## src/rtl/gaussian_row_stage_if.sv

```systemverilog
// gaussian_row_stage_if: pixel-in / filtered-out handshake bundle for gaussian_row_stage
interface gaussian_row_stage_if #(
    parameter int DATA_W = 8,
    parameter int FIFO_DEPTH = 16
);
    logic in_valid, in_ready, mode_byp, out_valid, out_ready, row_done;
    logic [DATA_W-1:0] in_data, out_data;
    logic [$clog2(FIFO_DEPTH):0] fifo_level;
    modport master (
        output in_valid, in_data, mode_byp, out_ready,
        input in_ready, out_valid, out_data, row_done, fifo_level
    );
    modport slave (
        input in_valid, in_data, mode_byp, out_ready,
        output in_ready, out_valid, out_data, row_done, fifo_level
    );
endinterface

```

## src/rtl/gaussian_row_stage.sv

```systemverilog
// gaussian_row_stage: streaming [1 4 6 4 1]/16 row filter with per-row bypass, edge discard and FWFT output FIFO
module gaussian_row_stage #(
    parameter int DATA_W = 8,
    parameter int LINE_W = 640,
    parameter int FIFO_DEPTH = 16
) (
    input logic clk,
    input logic rst,
    gaussian_row_stage_if.slave bus
);
    localparam int CW = $clog2(LINE_W);
    localparam int AW = $clog2(FIFO_DEPTH);
    localparam int LW = AW + 1;
    localparam int SW = DATA_W + 4;
    logic [DATA_W-1:0] t [5];
    logic [DATA_W-1:0] mem [FIFO_DEPTH];
    logic [CW-1:0] col;
    logic [AW-1:0] wp, rp;
    logic [LW-1:0] level;
    logic byp, byp_eff, wr_pend, acc, pop, row_done;
    logic [SW-1:0] sum;
    logic [DATA_W-1:0] wr_data;
    always_comb begin
        sum = SW'(t[0]) + SW'(t[4]) + ((SW'(t[1]) + SW'(t[3])) << 2) + (SW'(t[2]) << 2) + (SW'(t[2]) << 1);
        wr_data = byp ? t[0] : DATA_W'((sum + SW'(8)) >> 4);
        byp_eff = col == '0 ? bus.mode_byp : byp;
    end
    // level + wr_pend never exceeds FIFO_DEPTH, so the write side cannot overflow
    assign bus.in_ready = !rst && (level + LW'(wr_pend) < LW'(FIFO_DEPTH));
    assign acc = bus.in_valid && bus.in_ready;
    assign bus.out_valid = level != '0;
    assign pop = bus.out_valid && bus.out_ready;
    assign bus.out_data = bus.out_valid ? mem[rp] : '0;
    assign bus.fifo_level = level;
    assign bus.row_done = row_done;
    always_ff @(posedge clk) begin
        if (rst) begin
            t <= '{default: '0};
            col <= '0;
            byp <= 1'b0;
            wr_pend <= 1'b0;
            row_done <= 1'b0;
            wp <= '0;
            rp <= '0;
            level <= '0;
        end else begin
            wr_pend <= acc && (byp_eff || col >= CW'(4));
            row_done <= acc && col == CW'(LINE_W - 1);
            if (acc) begin
                t[0] <= bus.in_data;
                for (int i = 1; i < 5; i++) t[i] <= t[i-1];
                col <= col == CW'(LINE_W - 1) ? '0 : col + CW'(1);
                if (col == '0) byp <= bus.mode_byp;
            end
            if (wr_pend) wp <= wp + AW'(1);
            if (pop) rp <= rp + AW'(1);
            level <= level + LW'(wr_pend) - LW'(pop);
        end
    end
    always_ff @(posedge clk) if (wr_pend) mem[wp] <= wr_data;
endmodule

```

## src/flat_wrapper.sv

```systemverilog
// flat-port wrapper written by rule: the top's interface ports become plain ports
module gaussian_row_stage_flat 
#(
    parameter int DATA_W = 8,
    parameter int LINE_W = 640,
    parameter int FIFO_DEPTH = 16
)
  (clk, rst, bus_in_valid, bus_in_data, bus_mode_byp, bus_out_ready, bus_in_ready, bus_out_valid, bus_out_data, bus_row_done, bus_fifo_level);
  gaussian_row_stage_if #(.DATA_W(DATA_W), .FIFO_DEPTH(FIFO_DEPTH)) bus_i ();
  input logic clk;
  input logic rst;
  input wire logic [$bits(bus_i.in_valid)-1:0] bus_in_valid;
  input wire logic [$bits(bus_i.in_data)-1:0] bus_in_data;
  input wire logic [$bits(bus_i.mode_byp)-1:0] bus_mode_byp;
  input wire logic [$bits(bus_i.out_ready)-1:0] bus_out_ready;
  output wire logic [$bits(bus_i.in_ready)-1:0] bus_in_ready;
  output wire logic [$bits(bus_i.out_valid)-1:0] bus_out_valid;
  output wire logic [$bits(bus_i.out_data)-1:0] bus_out_data;
  output wire logic [$bits(bus_i.row_done)-1:0] bus_row_done;
  output wire logic [$bits(bus_i.fifo_level)-1:0] bus_fifo_level;
  assign bus_i.in_valid = bus_in_valid;
  assign bus_i.in_data = bus_in_data;
  assign bus_i.mode_byp = bus_mode_byp;
  assign bus_i.out_ready = bus_out_ready;
  assign bus_in_ready = bus_i.in_ready;
  assign bus_out_valid = bus_i.out_valid;
  assign bus_out_data = bus_i.out_data;
  assign bus_row_done = bus_i.row_done;
  assign bus_fifo_level = bus_i.fifo_level;
  gaussian_row_stage #(.DATA_W(DATA_W), .LINE_W(LINE_W), .FIFO_DEPTH(FIFO_DEPTH)) u_core (.clk(clk), .rst(rst), .bus(bus_i));
endmodule
```

## config.mk

```make
export PLATFORM = sky130hd
export DESIGN_NAME = gaussian_row_stage_flat
export DESIGN_NICKNAME = d
export VERILOG_FILES = /design/src/rtl/gaussian_row_stage_if.sv /design/src/rtl/gaussian_row_stage.sv /design/src/flat_wrapper.sv
export SDC_FILE = /design/constraint.sdc
export NUM_CORES = 1
export LEC_CHECK = 0
export ABC_AREA = 1
export CAP_MARGIN = 10
export CORE_ASPECT_RATIO = 0.5
export CORE_MARGIN = 1
export CORE_UTILIZATION = 56
export CTS_CLUSTER_DIAMETER = 200
export DETAILED_ROUTE_END_ITERATION = 7
export PLACE_DENSITY_LB_ADDON = 0.15
export SETUP_SLACK_MARGIN = 0.4
export SLEW_MARGIN = 0
export SYNTH_ARGS = -nofsm -noshare
export SYNTH_HDL_FRONTEND = slang
export SYNTH_SLANG_ARGS = --single-unit
```

## constraint.sdc

```tcl
create_clock -name clk -period 4.2 [get_ports clk]
set_input_delay 1.05 -clock clk [delete_from_list [all_inputs] [get_ports clk]]
set_output_delay 1.05 -clock clk [all_outputs]
set_load 0.005 [all_outputs]
```

# Word level (Yosys, flattened, before mapping)
# Memories as Yosys holds them, arrays and structs flattened. A register that Yosys moved wholly into a read port is not among the register bits.
# Cells that the tools add are included.
[word_totals] register_bits=66 in_bits=13 mem_count=1 out_inout_bits=16 latch_bits=0 wordCells=44 ram_bits=128 rom_bits=0
[op_classes] div_mod_pow=0 order_cmp=2 add_sub_neg=11 n_reduce_logical=9 n_eq_ne=1 shift=0 mux=8 multipliers=0 bitwise_logic=0
[mem_list] memory="u_core.mem" words=16 width=8 rd=1 rd_ports_with_merged_regs=1 wr=1 line="gaussian_row_stage.sv:16" rtl="logic [DATA_W-1:0] mem [FIFO_DEPTH];"
[ops] op="8-bit by 8-bit adder with 9-bit output" count=2
[ops] op="8-bit 2-to-1 mux" count=2
[ops] op="12-bit by 10-bit adder with 12-bit output" count=1
[ops] op="12-bit adder" count=1
[ops] op="12-bit by 4-bit adder with 12-bit output (second input constant)" count=1
[ops] op="12-bit by 9-bit adder with 12-bit output" count=1
[ops] op="10-bit by 1-bit adder with 10-bit output (second input constant)" count=1
[ops] op="10-bit equality test (second input constant)" count=1
[ops] op="10-bit by 3-bit greater-or-equal comparator with 1-bit output (second input constant)" count=1
[ops] op="10-bit zero test" count=1
[ops] op="10-bit 2-to-1 mux" count=1
[ops] op="4-bit by 1-bit adder with 4-bit output (second input constant)" count=2
[ops] op="4-bit 2-to-1 mux" count=2
[ops] op="5-bit by 1-bit adder with 5-bit output" count=1
[ops] op="1-bit logical AND" count=5
[ops] op="5-bit < comparator (second input constant)" count=1
[ops] op="5-bit nonzero test" count=1
[ops] op="5-bit by 1-bit subtractor with 5-bit output" count=1
[ops] op="1-bit 2-to-1 mux" count=3
[ops] op="1-bit zero test" count=1
[ops] op="1-bit logical OR" count=1

# Longest topological paths before layout
[depth] ltp_word=6 depth_mapped=21 mapped_depth_nobuf=21

# Least setup slack after synthesis
# Ideal clock, no wire load.
[synth_timing] path_kind="register to register" start="register u_core.t[8] in the netlist's numbering" end="memory u_core.mem[0][3], data pin" arrival_time_ns=3.722 stages_incl_launch_ff=15 synth_period_minus_slack_ns=4.107 slack_ns=0.093 required_time_ns=3.815 setup_time_ns=0.385 n_path_buf=0 path_cell_list="dfxtp_1 ha_1 fa_1 nand3_1 nand3_1 xor2_1 fa_1 fa_1 ha_1 ha_1 a21oi_1 nand2_1 or2_2 nand3_1 o21ai_0"
[synth_via] elab_chain_cells=6
[synth_rtl] element="start: declaration" line="gaussian_row_stage.sv:15" rtl="logic [DATA_W-1:0] t [5];"
[synth_rtl] element="8-bit by 8-bit adder with 9-bit output" line="gaussian_row_stage.sv:24" rtl="sum = SW'(t[0]) + SW'(t[4]) + ((SW'(t[1]) + SW'(t[3])) << 2) + (SW'(t[2]) << 2) + (SW'(t[2]) << 1);"
[synth_rtl] element="12-bit adder" line="gaussian_row_stage.sv:24"
[synth_rtl] element="12-bit by 10-bit adder with 12-bit output" line="gaussian_row_stage.sv:24"
[synth_rtl] element="12-bit by 9-bit adder with 12-bit output" line="gaussian_row_stage.sv:24"
[synth_rtl] element="12-bit by 4-bit adder with 12-bit output" line="gaussian_row_stage.sv:25" rtl="wr_data = byp ? t[0] : DATA_W'((sum + SW'(8)) >> 4);"
[synth_rtl] element="8-bit 2-to-1 mux" line="gaussian_row_stage.sv:25"
[synth_rtl] element="via u_core.wr_data[3]" line="gaussian_row_stage.sv:22" rtl="logic [DATA_W-1:0] wr_data;"
[synth_rtl] element="end: declaration" line="gaussian_row_stage.sv:16"
# The timed path passes the listed nets, and every way through them passes these cells.

# Final worst setup path
[layout_timing] start="register u_core.t[32] in the netlist's numbering" end="memory u_core.mem[1][5], data pin"
# The elaborated chain is that of the path after synthesis.

==> flow_summary.toml <==
[outcome]
status = "completed"

[floorplanning]
start_util_pct = 57.5
die_w_um = 186
die_h_um = 94.0
io_pins = 29
core_mm2 = 0.0165
num_rows = 33
dieArea_mm2 = 0.0175

[yosys]
synthFlopType = "edfxtp_1"
ys_top_cells_by_area = "edfxtp_1 (41%), dfxtp_1 (15%), nand2_1 (12%)"
yosysTopAreaCellShare_pct = 40.6
yosysSeqAreaShare_pct = 55.4
synthArstFlopShare_pct = 0
synth_fp_nets = 1076
synth_warnings = 0
yosys.area.top_type = "edfxtp_1"
syn_area_per_cell_um2 = 9.44
synth_edf_count = 128
synth-seq-cells = 198
synth.distinct_cells = 35
synth_area_mm2 = 0.00947
postSynthCellCount = 1003

[clock_tree]
ctsHoldBuffers = 0
clock_path_buffers = 2
cts_root_buf = "clkbuf_16"
clock_sinks = 198
htree_num_levels = 4
cts_buffers = 17
cts_tree = "yes"
clkLatencyLatePin_ps = 450
clk_pin_slew_ps = 80

[detailed_routing]
drt_pass1_iterations = 5
route.vias.total = 7205
wl_per_cell_um = 17.7
vias_per_cell = 5.62
postRouteAntennaNets = 0
drt_iter0_drc = 641
routed_wl_mm = 22.6
route.detailed.drc = 0

[sta]
rsz0062_at_grt = "yes"
min_period_ps = 4040
setup_viol = 0
holdWs_ps = 493
slew_headroom_pct = 23.5
clock.fmax_mhz = 247
worst_pin_slew_ps = 1140
fin_crit_sh_pct = 96.2
maxSlewViolCount = 0
hold_viol = 0
finalClockSkew_ps = 16.8

[cells_and_area]
layout-drive-gt1-share_pct = 13.6
diodes = 0
final_area_mm2 = 0.0111
nets = 1115
syn_to_final_growth_pct = 17.4
fin_util_pct = 67.5
layout_common_cells = "nand2_1 (303), edfxtp_1 (128), nand3_1 (123)"
layoutNonFillerInstCount = 1282
fill_cells = 1233
layout_commonest_cell = "nand2_1"

[critical_path]
endpoint_kind = "register"
worst_ep_required_time_ps = 4400
reg2reg_from = "u_core.t[32]"
critPathKind = "reg2reg"
startpoint = "u_core.t[32]"
crit_path_max_fanout = 8
cp-start-kind = "register"
crit_arrival_ps = 4240

[power]
irDropWorstVdd_uv = 384
leakagePower_nw = 4.37
powerDensity_mw_per_mm2 = 558

[placed_design]
dp_hpwl_mm = 13.3
io_buffers = 28
place_inst = 1233
gp_congestion = 0.847
place_area_mm2 = 0.0100

[job]
maxCapViolations = 0

[grt]
grt_pass1_vias = 6741
globalRouteOverflowTotal = 0
grtUsageTotal_pct = 27.3
antenna_found_initial = 0
grt_pass1_wl_mm = 35.1
grt_start_max_net_pins = 78

[min_path]
hp-class = "reg2reg"
holdCritStartpoint = "u_core.t[24]"
==> registers in the layout (all words and copies together) (netlist names), 4 cells and up, named ones only <==
| register | cells |
|---|---|
| u_core.col | 10 |
| u_core.mem | 128 |
| u_core.wp | 4 |
| u_core.t | 40 |
| u_core.bus.fifo_level | 5 |
| u_core.rp | 4 |
==> area by class of cell <==
class	instances	area, um^2	share of cell area, %
clock buffers	17	425	3.82
clock inverters	15	171	1.54
inverters	58	218	1.96
multi-input cells	708	4240	38.1
flip-flops and latches	198	5260	47.2
well taps	227	284	2.55
repair buffers	59	536	4.81
==> stage by stage <==
step	power (mW)	setup TNS, ps	setup WS, ps
3_3_place_gp	4.33	0	155
6_report	6.21	0	158
5_1_grt	6.53	0	39.6
4_1_cts	6.15	0	279
3_5_place_dp	4.36	-282	-17.9
2_1_floorplan	3.68	0	405
==> power by group <==
part / total [mW] / switching, mW / internal, mW
Clock: 1.64 / 0.835 / 0.805
Combinational: 2.10 / 1.28 / 0.822
Sequential: 2.46 / 0.127 / 2.33
Total: 6.21 / 2.25 / 3.96
==> path summary, 6_finish.rpt <==
check | endpoint | slack [ps] | cells after the start
hold / removal | u_core.t[16] | 490 | 2
setup / recovery | u_core.mem[1][5] | 160 | 18
setup reg to reg | u_core.mem[1][5] | 160 | 18
hold reg to reg | u_core.t[16] | 490 | 2
==> cell usage after synthesis (2+ instances only) <==
master / count
buf_4: 3
nor3_1: 6
edfxtp_1: 128
nand3b_1: 3
a21oi_2: 2
fa_1: 16
clkbuf_1: 18
a21o_1: 5
nor4_1: 2
nand3_1: 133
dfxtp_1: 70
buf_1: 2
a31oi_1: 2
a21oi_1: 39
inv_2: 2
nand3_2: 5
or2_2: 5
inv_1: 54
nand4_1: 7
buf_2: 18
xor2_1: 11
xnor2_1: 5
o21ai_0: 53
nand2_1: 315
ha_1: 44
o21a_1: 3
nor2_1: 43
clkinv_1: 2
==> routing by layer <==
| layer | global-route usage [%] | wire length, um |
|---|---|---|
| met2 | 43.2 | 10400 |
| met5 | 0 | 0 |
| met1 | 37.6 | 10100 |
| met3 | 6.40 | 1840 |
| met4 | 8.06 | 348 |
==> logic make-up (layout without fill, tap and decap cells) <==
kind of cell	count (synthesis)	in the layout	synth area share [%]
AND/OR/NAND/NOR	521	523	23.4
flip-flops	198	198	55.4
AO/OA/AOI/OAI	107	109	6.05
buffers and inverters	101	149	4.56
adder cells (fa/ha/maj)	60	60	9.19
XOR/XNOR	16	16	1.48
==> worst max-delay path, cell delays in order, from the launching register on <==
cell and delay [ps]:
dfxtp_2 360, nand2_4 60, fa_2 400, inv_2 80, nand4_1 100, o211ai_1 160
xor2_1 270, fa_1 490, fa_2 590, ha_4 210, ha_4 300, nand3_2 100
nand2_2 110, nand3_2 110, nand2_2 90, nand2_2 50, nand3_2 70, nand2_4 100
buf_6 150
==> timing repair <==
| action | in CTS | in global routing |
|---|---|---|
| resized for setup | 53 | 29 |
| setup endpoints to repair | 112 | 115 |
| buffers inserted | 8 | 3 |
| cloned | 5 | 1 |
| endpoints found under the hold margin | 0 | 0 |
| pin swaps | 26 | 25 |
No activity file was read; power rests on OpenSTA's default activity.
